[config.mk]
export PLATFORM = sky130hd
export DESIGN_NAME = board_engine
export DESIGN_NICKNAME = d
export VERILOG_FILES = /design/src/rtl/board_engine_pkg.sv /design/src/rtl/piece_shape.sv /design/src/rtl/board_engine.sv
export SDC_FILE = /design/constraint.sdc
export NUM_CORES = 2
export LEC_CHECK = 0
export BUFFER_PORTS_ARGS = -buffer_cell sky130_fd_sc_hd__buf_2
export CORE_AREA = 2 2 417 212
export CTS_BUF_LIST = sky130_fd_sc_hd__clkbuf_8 sky130_fd_sc_hd__clkbuf_16
export DETAILED_ROUTE_END_ITERATION = 7
export DIE_AREA = 0 0 419 214
export GPL_TIMING_DRIVEN = 0
export PLACE_DENSITY_LB_ADDON = 0.2
export SLEW_MARGIN = 10
export SYNTH_ARGS = -nofsm -noshare
export SYNTH_HDL_FRONTEND = slang
export SYNTH_SLANG_ARGS = --single-unit
export TNS_END_PERCENT = 1
[constraint.sdc]
create_clock -name clk -period 8.9 [get_ports clk]
set_input_delay 0.89 -clock clk [delete_from_list [all_inputs] [get_ports clk]]
set_output_delay 0.89 -clock clk [all_outputs]
set_load 0.1 [all_outputs]
[src/rtl/board_engine_pkg.sv]
// Shared definitions for the falling-block board engine.
// Contents:
//   - state_e     : engine FSM state encoding
//   - *_BLOCK     : piece codes accepted on next_piece
//   - CMD_*       : command codes accepted on cmd
//   - spawn_col() : spawn anchor column for a given board width
//   - sat_inc16() : saturating 16-bit increment
package board_engine_pkg;

  typedef enum logic [2:0] {
    ST_SPAWN = 3'd0,
    ST_PLAY  = 3'd1,
    ST_DROP  = 3'd2,
    ST_LOCK  = 3'd3,
    ST_SCAN  = 3'd4,
    ST_SHIFT = 3'd5,
    ST_OVER  = 3'd6
  } state_e;

  localparam logic [3:0] O_BLOCK = 4'd0;
  localparam logic [3:0] I_BLOCK = 4'd1;
  localparam logic [3:0] S_BLOCK = 4'd2;
  localparam logic [3:0] Z_BLOCK = 4'd3;
  localparam logic [3:0] L_BLOCK = 4'd4;
  localparam logic [3:0] J_BLOCK = 4'd5;
  localparam logic [3:0] T_BLOCK = 4'd6;

  localparam logic [2:0] CMD_LEFT  = 3'd0;
  localparam logic [2:0] CMD_RIGHT = 3'd1;
  localparam logic [2:0] CMD_DOWN  = 3'd2;
  localparam logic [2:0] CMD_CW    = 3'd3;
  localparam logic [2:0] CMD_CCW   = 3'd4;
  localparam logic [2:0] CMD_DROP  = 3'd5;

  // New pieces appear with their 4x4 box just left of the board centre.
  function automatic int spawn_col(input int width);
    return width / 2 - 1;
  endfunction

  function automatic logic [15:0] sat_inc16(input logic [15:0] v);
    return (v == 16'hFFFF) ? v : v + 16'd1;
  endfunction

endpackage

[src/rtl/piece_shape.sv]
// Shape table: (piece, angle) -> four cell offsets inside a 4x4 box.
// Ports:
//   piece [3:0] : piece code (unknown codes fall back to the O shape)
//   angle [1:0] : rotation, 0..3 clockwise quarter turns
//   dx    [7:0] : cell i column offset in dx[2i+1:2i]
//   dy    [7:0] : cell i row offset in dy[2i+1:2i]
module piece_shape
  import board_engine_pkg::*;
(
  input  logic [3:0] piece,
  input  logic [1:0] angle,
  output logic [7:0] dx,
  output logic [7:0] dy
);

  // Each hex digit is one cell encoded as 4*dy + dx; cell 0 is the low digit.
  logic [15:0] cells;

  // Shape lookup.
  always_comb begin
    cells = 16'h5410;
    case (piece)
      I_BLOCK: case (angle)
        2'd0:    cells = 16'h7654;
        2'd1:    cells = 16'hEA62;
        2'd2:    cells = 16'hBA98;
        default: cells = 16'hD951;
      endcase
      S_BLOCK: case (angle)
        2'd0:    cells = 16'h5421;
        2'd1:    cells = 16'hA651;
        2'd2:    cells = 16'h9865;
        default: cells = 16'h9540;
      endcase
      Z_BLOCK: case (angle)
        2'd0:    cells = 16'h6510;
        2'd1:    cells = 16'h9652;
        2'd2:    cells = 16'hA954;
        default: cells = 16'h8541;
      endcase
      L_BLOCK: case (angle)
        2'd0:    cells = 16'h6542;
        2'd1:    cells = 16'hA951;
        2'd2:    cells = 16'h8654;
        default: cells = 16'h9510;
      endcase
      J_BLOCK: case (angle)
        2'd0:    cells = 16'h6540;
        2'd1:    cells = 16'h9521;
        2'd2:    cells = 16'hA654;
        default: cells = 16'h9851;
      endcase
      T_BLOCK: case (angle)
        2'd0:    cells = 16'h6541;
        2'd1:    cells = 16'h9651;
        2'd2:    cells = 16'h9654;
        default: cells = 16'h9541;
      endcase
      default: cells = 16'h5410;
    endcase
  end

  // Split the packed nibbles into separate dx/dy vectors.
  always_comb begin
    dx = 8'd0;
    dy = 8'd0;
    for (int i = 0; i < 4; i++) begin
      dx[2*i +: 2] = cells[4*i +: 2];
      dy[2*i +: 2] = cells[4*i+2 +: 2];
    end
  end

endmodule

[src/rtl/board_engine.sv]
// Falling-block game board engine.
// The fixed stack is a HEIGHT x WIDTH bit array; the active piece is held
// only as code/angle/anchor and merged into the array when it locks.
// Ports:
//   clk, rst            : clock, synchronous active-low reset
//   tick                : gravity pulse
//   cmd_valid/cmd       : command request (left/right/down/cw/ccw/hard-drop)
//   cmd_ready           : commands accepted (PLAY only)
//   cmd_done/cmd_ok     : one-cycle resolution pulse and result
//   next_piece          : piece code loaded at spawn
//   rd_x/rd_y           : display read address
//   rd_cell/rd_active   : combinational occupancy at the read address
//   lines_cleared       : saturating count of removed rows
//   game_over           : sticky until reset
module board_engine
  import board_engine_pkg::*;
#(
  parameter int WIDTH  = 10,
  parameter int HEIGHT = 20
) (
  input  logic                      clk,
  input  logic                      rst,
  input  logic                      tick,
  input  logic                      cmd_valid,
  input  logic [2:0]                cmd,
  output logic                      cmd_ready,
  output logic                      cmd_done,
  output logic                      cmd_ok,
  input  logic [3:0]                next_piece,
  input  logic [$clog2(WIDTH)-1:0]  rd_x,
  input  logic [$clog2(HEIGHT)-1:0] rd_y,
  output logic                      rd_cell,
  output logic                      rd_active,
  output logic [15:0]               lines_cleared,
  output logic                      game_over
);

  localparam int XI = $clog2(WIDTH);
  localparam int YI = $clog2(HEIGHT);
  // Two extra bits give a sign bit plus headroom for anchor + offset.
  localparam int XW = XI + 2;
  localparam int YW = YI + 2;
  localparam logic [XW-1:0] SPAWN_X = XW'(spawn_col(WIDTH));

  state_e           state_q, state_d;
  logic [WIDTH-1:0] board_q [HEIGHT];
  logic [WIDTH-1:0] board_d [HEIGHT];
  logic [3:0]       piece_q, piece_d;
  logic [1:0]       angle_q, angle_d;
  logic [XW-1:0]    ax_q, ax_d;
  logic [YW-1:0]    ay_q, ay_d;
  logic [YI-1:0]    row_q, row_d;
  logic             tick_pend_q, tick_pend_d;
  logic             cmd_ready_q, cmd_ready_d;
  logic             cmd_done_q, cmd_done_d;
  logic             cmd_ok_q, cmd_ok_d;
  logic             game_over_q, game_over_d;
  logic [15:0]      lines_q, lines_d;

  logic [3:0]       cand_piece;
  logic [1:0]       cand_angle;
  logic [XW-1:0]    cand_ax;
  logic [YW-1:0]    cand_ay;
  logic [7:0]       cand_dx, cand_dy, cur_dx, cur_dy;
  logic [XW-1:0]    cand_x [4];
  logic [YW-1:0]    cand_y [4];
  logic             cand_legal;
  logic [XW-1:0]    cur_x [4];
  logic [YW-1:0]    cur_y [4];
  logic [3:0]       cur_in;
  logic             accept;
  logic             rd_in, live;

  assign accept = cmd_ready_q && cmd_valid;

  piece_shape u_cur_shape (
    .piece (piece_q),
    .angle (angle_q),
    .dx    (cur_dx),
    .dy    (cur_dy)
  );

  piece_shape u_cand_shape (
    .piece (cand_piece),
    .angle (cand_angle),
    .dx    (cand_dx),
    .dy    (cand_dy)
  );

  // Candidate placement: spawn position, the requested move, or one row down.
  always_comb begin
    cand_piece = piece_q;
    cand_angle = angle_q;
    cand_ax    = ax_q;
    cand_ay    = ay_q;
    case (state_q)
      ST_SPAWN: begin
        cand_piece = next_piece;
        cand_angle = 2'd0;
        cand_ax    = SPAWN_X;
        cand_ay    = YW'(0);
      end
      ST_PLAY: begin
        if (accept) begin
          case (cmd)
            CMD_LEFT:  cand_ax    = ax_q - XW'(1);
            CMD_RIGHT: cand_ax    = ax_q + XW'(1);
            CMD_DOWN:  cand_ay    = ay_q + YW'(1);
            CMD_CW:    cand_angle = angle_q + 2'd1;
            CMD_CCW:   cand_angle = angle_q - 2'd1;
            default:   cand_ay    = ay_q;
          endcase
        end else begin
          // Gravity (live or pending tick) is the only other move in PLAY.
          cand_ay = ay_q + YW'(1);
        end
      end
      ST_DROP: cand_ay = ay_q + YW'(1);
      default: cand_ay = ay_q;
    endcase
  end

  // Candidate legality: every cell on the board and over an empty fixed cell.
  // The sign bit catches anchors pushed past the left or top wall.
  always_comb begin
    cand_legal = 1'b1;
    for (int i = 0; i < 4; i++) begin
      cand_x[i] = cand_ax + XW'(cand_dx[2*i +: 2]);
      cand_y[i] = cand_ay + YW'(cand_dy[2*i +: 2]);
      if (!cand_x[i][XW-1] && (cand_x[i] < XW'(WIDTH)) &&
          !cand_y[i][YW-1] && (cand_y[i] < YW'(HEIGHT))) begin
        if (board_q[cand_y[i][YI-1:0]][cand_x[i][XI-1:0]]) begin
          cand_legal = 1'b0;
        end else begin
        end
      end else begin
        cand_legal = 1'b0;
      end
    end
  end

  // Absolute cells of the current piece, used for display and lock.
  always_comb begin
    cur_in = 4'd0;
    for (int i = 0; i < 4; i++) begin
      cur_x[i]  = ax_q + XW'(cur_dx[2*i +: 2]);
      cur_y[i]  = ay_q + YW'(cur_dy[2*i +: 2]);
      cur_in[i] = !cur_x[i][XW-1] && (cur_x[i] < XW'(WIDTH)) &&
                  !cur_y[i][YW-1] && (cur_y[i] < YW'(HEIGHT));
    end
  end

  // Display port: fixed stack merged with the live piece.
  always_comb begin
    rd_in     = (int'(rd_x) < WIDTH) && (int'(rd_y) < HEIGHT);
    live      = (state_q == ST_PLAY) || (state_q == ST_DROP) || (state_q == ST_LOCK);
    rd_active = 1'b0;
    if (rd_in && live) begin
      for (int i = 0; i < 4; i++) begin
        if ((cur_x[i] == XW'(rd_x)) && (cur_y[i] == YW'(rd_y))) begin
          rd_active = 1'b1;
        end else begin
        end
      end
    end else begin
      rd_active = 1'b0;
    end
    rd_cell = rd_in ? (board_q[rd_y][rd_x] | rd_active) : 1'b0;
  end

  // Next-state and datapath updates.
  always_comb begin
    state_d     = state_q;
    board_d     = board_q;
    piece_d     = piece_q;
    angle_d     = angle_q;
    ax_d        = ax_q;
    ay_d        = ay_q;
    row_d       = row_q;
    tick_pend_d = tick_pend_q;
    lines_d     = lines_q;
    cmd_done_d  = 1'b0;
    cmd_ok_d    = 1'b0;
    case (state_q)
      ST_SPAWN: begin
        piece_d = next_piece;
        angle_d = 2'd0;
        ax_d    = SPAWN_X;
        ay_d    = YW'(0);
        state_d = cand_legal ? ST_PLAY : ST_OVER;
      end
      ST_PLAY: begin
        if (accept) begin
          // A tick colliding with a command waits for the next PLAY cycle.
          tick_pend_d = tick_pend_q | tick;
          case (cmd)
            CMD_DROP: state_d = ST_DROP;
            CMD_LEFT, CMD_RIGHT, CMD_DOWN, CMD_CW, CMD_CCW: begin
              cmd_done_d = 1'b1;
              if (cand_legal) begin
                ax_d     = cand_ax;
                ay_d     = cand_ay;
                angle_d  = cand_angle;
                cmd_ok_d = 1'b1;
              end else if (cmd == CMD_DOWN) begin
                state_d = ST_LOCK;
              end else begin
                state_d = ST_PLAY;
              end
            end
            default: cmd_done_d = 1'b1;
          endcase
        end else if (tick || tick_pend_q) begin
          tick_pend_d = 1'b0;
          if (cand_legal) begin
            ay_d = cand_ay;
          end else begin
            state_d = ST_LOCK;
          end
        end else begin
          state_d = ST_PLAY;
        end
      end
      ST_DROP: begin
        if (cand_legal) begin
          ay_d = cand_ay;
        end else begin
          state_d    = ST_LOCK;
          cmd_done_d = 1'b1;
          cmd_ok_d   = 1'b1;
        end
      end
      ST_LOCK: begin
        for (int i = 0; i < 4; i++) begin
          if (cur_in[i]) begin
            board_d[cur_y[i][YI-1:0]][cur_x[i][XI-1:0]] = 1'b1;
          end else begin
          end
        end
        // Any gravity still queued belonged to the piece that just landed.
        tick_pend_d = 1'b0;
        row_d       = YI'(HEIGHT - 1);
        state_d     = ST_SCAN;
      end
      ST_SCAN: begin
        if (&board_q[row_q]) begin
          state_d = ST_SHIFT;
        end else if (row_q == YI'(0)) begin
          state_d = ST_SPAWN;
        end else begin
          row_d = row_q - YI'(1);
        end
      end
      ST_SHIFT: begin
        // Rows above the full row slide down one; rescan the same row.
        for (int r = 1; r < HEIGHT; r++) begin
          if (r <= int'(row_q)) begin
            board_d[r] = board_q[r-1];
          end else begin
          end
        end
        board_d[0] = '0;
        lines_d    = sat_inc16(lines_q);
        state_d    = ST_SCAN;
      end
      ST_OVER: state_d = ST_OVER;
      default: state_d = ST_SPAWN;
    endcase
    cmd_ready_d = (state_d == ST_PLAY);
    game_over_d = game_over_q | (state_d == ST_OVER);
  end

  // State and output registers with synchronous active-low reset.
  always_ff @(posedge clk) begin
    if (!rst) begin
      state_q     <= ST_SPAWN;
      for (int r = 0; r < HEIGHT; r++) begin
        board_q[r] <= '0;
      end
      piece_q     <= 4'd0;
      angle_q     <= 2'd0;
      ax_q        <= '0;
      ay_q        <= '0;
      row_q       <= '0;
      tick_pend_q <= 1'b0;
      cmd_ready_q <= 1'b0;
      cmd_done_q  <= 1'b0;
      cmd_ok_q    <= 1'b0;
      game_over_q <= 1'b0;
      lines_q     <= 16'd0;
    end else begin
      state_q     <= state_d;
      board_q     <= board_d;
      piece_q     <= piece_d;
      angle_q     <= angle_d;
      ax_q        <= ax_d;
      ay_q        <= ay_d;
      row_q       <= row_d;
      tick_pend_q <= tick_pend_d;
      cmd_ready_q <= cmd_ready_d;
      cmd_done_q  <= cmd_done_d;
      cmd_ok_q    <= cmd_ok_d;
      game_over_q <= game_over_d;
      lines_q     <= lines_d;
    end
  end

  assign cmd_ready     = cmd_ready_q;
  assign cmd_done      = cmd_done_q;
  assign cmd_ok        = cmd_ok_q;
  assign game_over     = game_over_q;
  assign lines_cleared = lines_q;

endmodule

==> results.yml <==
floorplan:
  row_count: 76
  dieHeight_um: 214
  die_area_um2: 89700
  core_area_um2: 85700
  die_w_um: 419
  start_util_pct: 34.9
  ioPinCount: 42
clocking:
  tritoncts: "done"
  ctsHoldBuffers: 0
  cts_buffer_depth: 3
  cts_made_buffers: 27
  clock_latency_ps: 640
  cts_setup_buffers: 0
  path_clk_slew_ps: 70
  h-tree-depth: 1
  cts_root_buf: "clkbuf_16"
  clock-sinks: 248
worst_hold_path:
  holdPathEnd: "tick_pend_q"
  min_from: "tick_pend_q"
  hp-class: "reg -> reg"
  holdPathStages: 2
final_layout:
  multiInputGateArea_um2: 23600
  nets: 3593
  final_layout_size_suffix_gt1_share_pct: 19.7
  layout_common_cells: "a21oi_1, nand2_1, nor2_1, mux4_2, dfxtp_1"
  ff_latch_area_um2: 4960
  design_area_um2: 32700
  fillers: 8900
  area_delta_synth_final_pct: 9.27
  mostFrequentLayoutCell: "a21oi_1"
worst_setup_path:
  r2r_setup_slack_ps: 350
  reg2regPathDepth: 26
  slowest_stage: "fa_1"
  cp-start-kind: "flop"
  worst_path_largest_cell_delay_ps: 800
  r2r-end: "ay_q[1]"
  path_max_fanout: 10
  critPathArrivalTime_ps: 9040
  cpMostUsedCell: "buf_2"
  crit_path_start: "state_q[0]"
  crit_required_ps: 9390
  crit_type: "reg -> reg"
  critPathCaptureType: "flop"
  r2r_start: "state_q[0]"
outcome:
  status: "finished, violations left"
  violations: "DRC"
pwr:
  p_sw_share_pct: 58.7
  irDropWorstVdd_v: 0.000170
  powerDensity_nw_per_um2: 249
  clkPwrFrac_pct: 14.7
  seqPwrFrac_pct: 15.1
  comb_power_share_pct: 70.2
  p_total_uw: 8150
  p_switching_uw: 4790
  p_int_uw: 3360
  p_leak_uw: 0.00977
timing:
  fin_crit_ps: 8550
  min_period_over_period_pct: 96.1
  skew_ps: 43.3
  relSlewSlack_pct: 1.34
  fmax_ghz: 0.117
  rsz0062_at_grt: "false"
  tightest_slew_ps: 1480
  hold_viol: 0
  setup_slack_ps: 349
  finalSetupTns_ps: 0
  final_max_slew_viol_count: 0
  finalSetupViolations: 0
grt:
  grt_pass1_vias: 32500
  grt_pass1_wl_um: 282000
  grt_max_degree: 17
  grt_antenna_before_repair: 13
  overflow: 0
  groute.usage.overall_pct: 45.5
yosys:
  ys_seq_area_share_pct: 16.6
  synthAdderAreaFrac_pct: 3.35
  ys.flop_type: "dfxtp_1"
  synthMuxAreaShare_pct: 26.3
  synth.avg_cell_area_um2: 8.71
  ys_types: 99
  ys_warn_count: 0
  synth_top_family_by_area: "compound AO/OA/AOI/OAI gates"
  synth_edf_count: 0
  synth_compound_area_share_pct: 29.4
  async_flop_share_pct: 0
  netlist_instances: 3434
  synth_fp_nets: 3524
  syn_area_um2: 29900
  synth_xor_area_share_pct: 3.30
  yosys_register_bits: 248
  synthSimpleGateAreaFrac_pct: 16.2
job:
  max-cap-violations: 0
detailed_routing:
  wire_per_inst_um: 45.0
  route.detailed.drc: 12
  viasPerCell: 7.71
  totalWireLength_um: 211000
  ant_nets: 0
  drtIter0Drc: 6804
  drt_pass1_iterations: 8
  vias: 36300
place:
  io_buffers: 30
  dp_hpwl_um: 170000
  gp_congestion: 1.15
  postPlaceCellArea_um2: 31700
  place_worst_setup_slack_ps: -546
## synthesized netlist by cell type, types with 24 or more instances
cell type  number  area, um^2
dfxtp_1       248        4960
mux2i_1        99         991
xor2_1         36         315
a21oi_1       340        1700
nand3_1        73         365
xnor2_1        75         657
nor3_1         81         405
and3_1         31         194
o21ai_0       144         721
nor2_1        322        1210
inv_1          45         169
buf_1          55         206
clkbuf_1      232         871
nor4_1         24         150
a221oi_1      154        1350
o221ai_1       35         307
o221a_2       183        2060
nand4_1        29         181
mux4_2        303        6820
nor2b_1        31         194
nand2b_1       35         219
ha_1           53         663
nand2_1       326        1220
a31oi_1        78         488
a22oi_1        49         368
buf_2          30         150
## per-layer routing
layer  routed length [um]  global-route usage, %
met2                76900                   57.4
met4                10200                   17.0
met1                86200                   63.8
met3                37700                   23.9
met5                  216                      0
## timing repair
item	4_1_cts	5_1_grt
endpoints found under the setup margin	22	22
hold endpoints to repair	0	0
resized for setup	12	25
pin swaps	0	0
## cells by family (layout without fill, tap and decap cells)
group	count (synthesis)	after routing
xor gates and xnor gates	112	112
DFF	248	248
other	0	9
adders and majority gates	70	70
AOI/OAI and AO/OA	1181	1181
muxes	406	406
and+or+nand+nor	1046	1046
buffers and inverters	371	457
## flip-flops by register name (all words and copies together) (netlist names)
register / flops
cmd_done: 1
piece_q: 4
lines_cleared: 16
state_q: 3
tick_pend_q: 1
angle_q: 2
game_over: 1
cmd_ok: 1
board_q: 200
ax_q: 6
ay_q: 7
row_q: 5
cmd_ready: 1
## power groups by stage
stage          Sequential [uW]  Combinational (uW)  Clock [uW]
2_1_floorplan             1260                3280           0
3_3_place_gp              1250                5370           0
3_5_place_dp              1250                5390           0
4_1_cts                   1220                5410        1190
5_1_grt                   1230                5800        1230
6_report                  1230                5720        1200
## how the worst max path moves through the flow
stage / end / cells after the start
floorplan: rd_cell / 12
global placement: ay_q[1] / 26
detailed placement: ay_q[1] / 27
CTS: ay_q[1] / 28
global route: ay_q[1] / 26
finish: ay_q[1] / 26
## critical path, delay by kind of cell, from the launching register on
family	cells	cell delay (ps)
flip-flops	1	430
AO/OA/AOI/OAI	6	1630
AND/OR/NAND/NOR	8	1990
adder cells (fa/ha/maj)	3	1390
multiplexers	3	1160
buffers and inverters	6	1830
## through the flow
stage                     instances  hold WS, ps  util (%)
after floorplan                3434          449         -
after global routing           4690          542      38.1
after CTS                      4692          496      38.1
after global placement         4634          464      36.8
final                          4699          502      38.2
after detailed placement       4646          481      37.0
## area by class of cell
cell class                 count  share of cell area [%]
sequential                   248                    15.2
clock inverter                17                   0.509
buffer                       321                    4.05
clock buffer                  29                    2.15
timing repair buffer          42                   0.815
tap                         1170                    4.48
antenna                        9                  0.0689
inverter                      48                   0.551
multi-input combinational   2815                    72.2
Note: power is estimated with default switching activity, not from simulation.
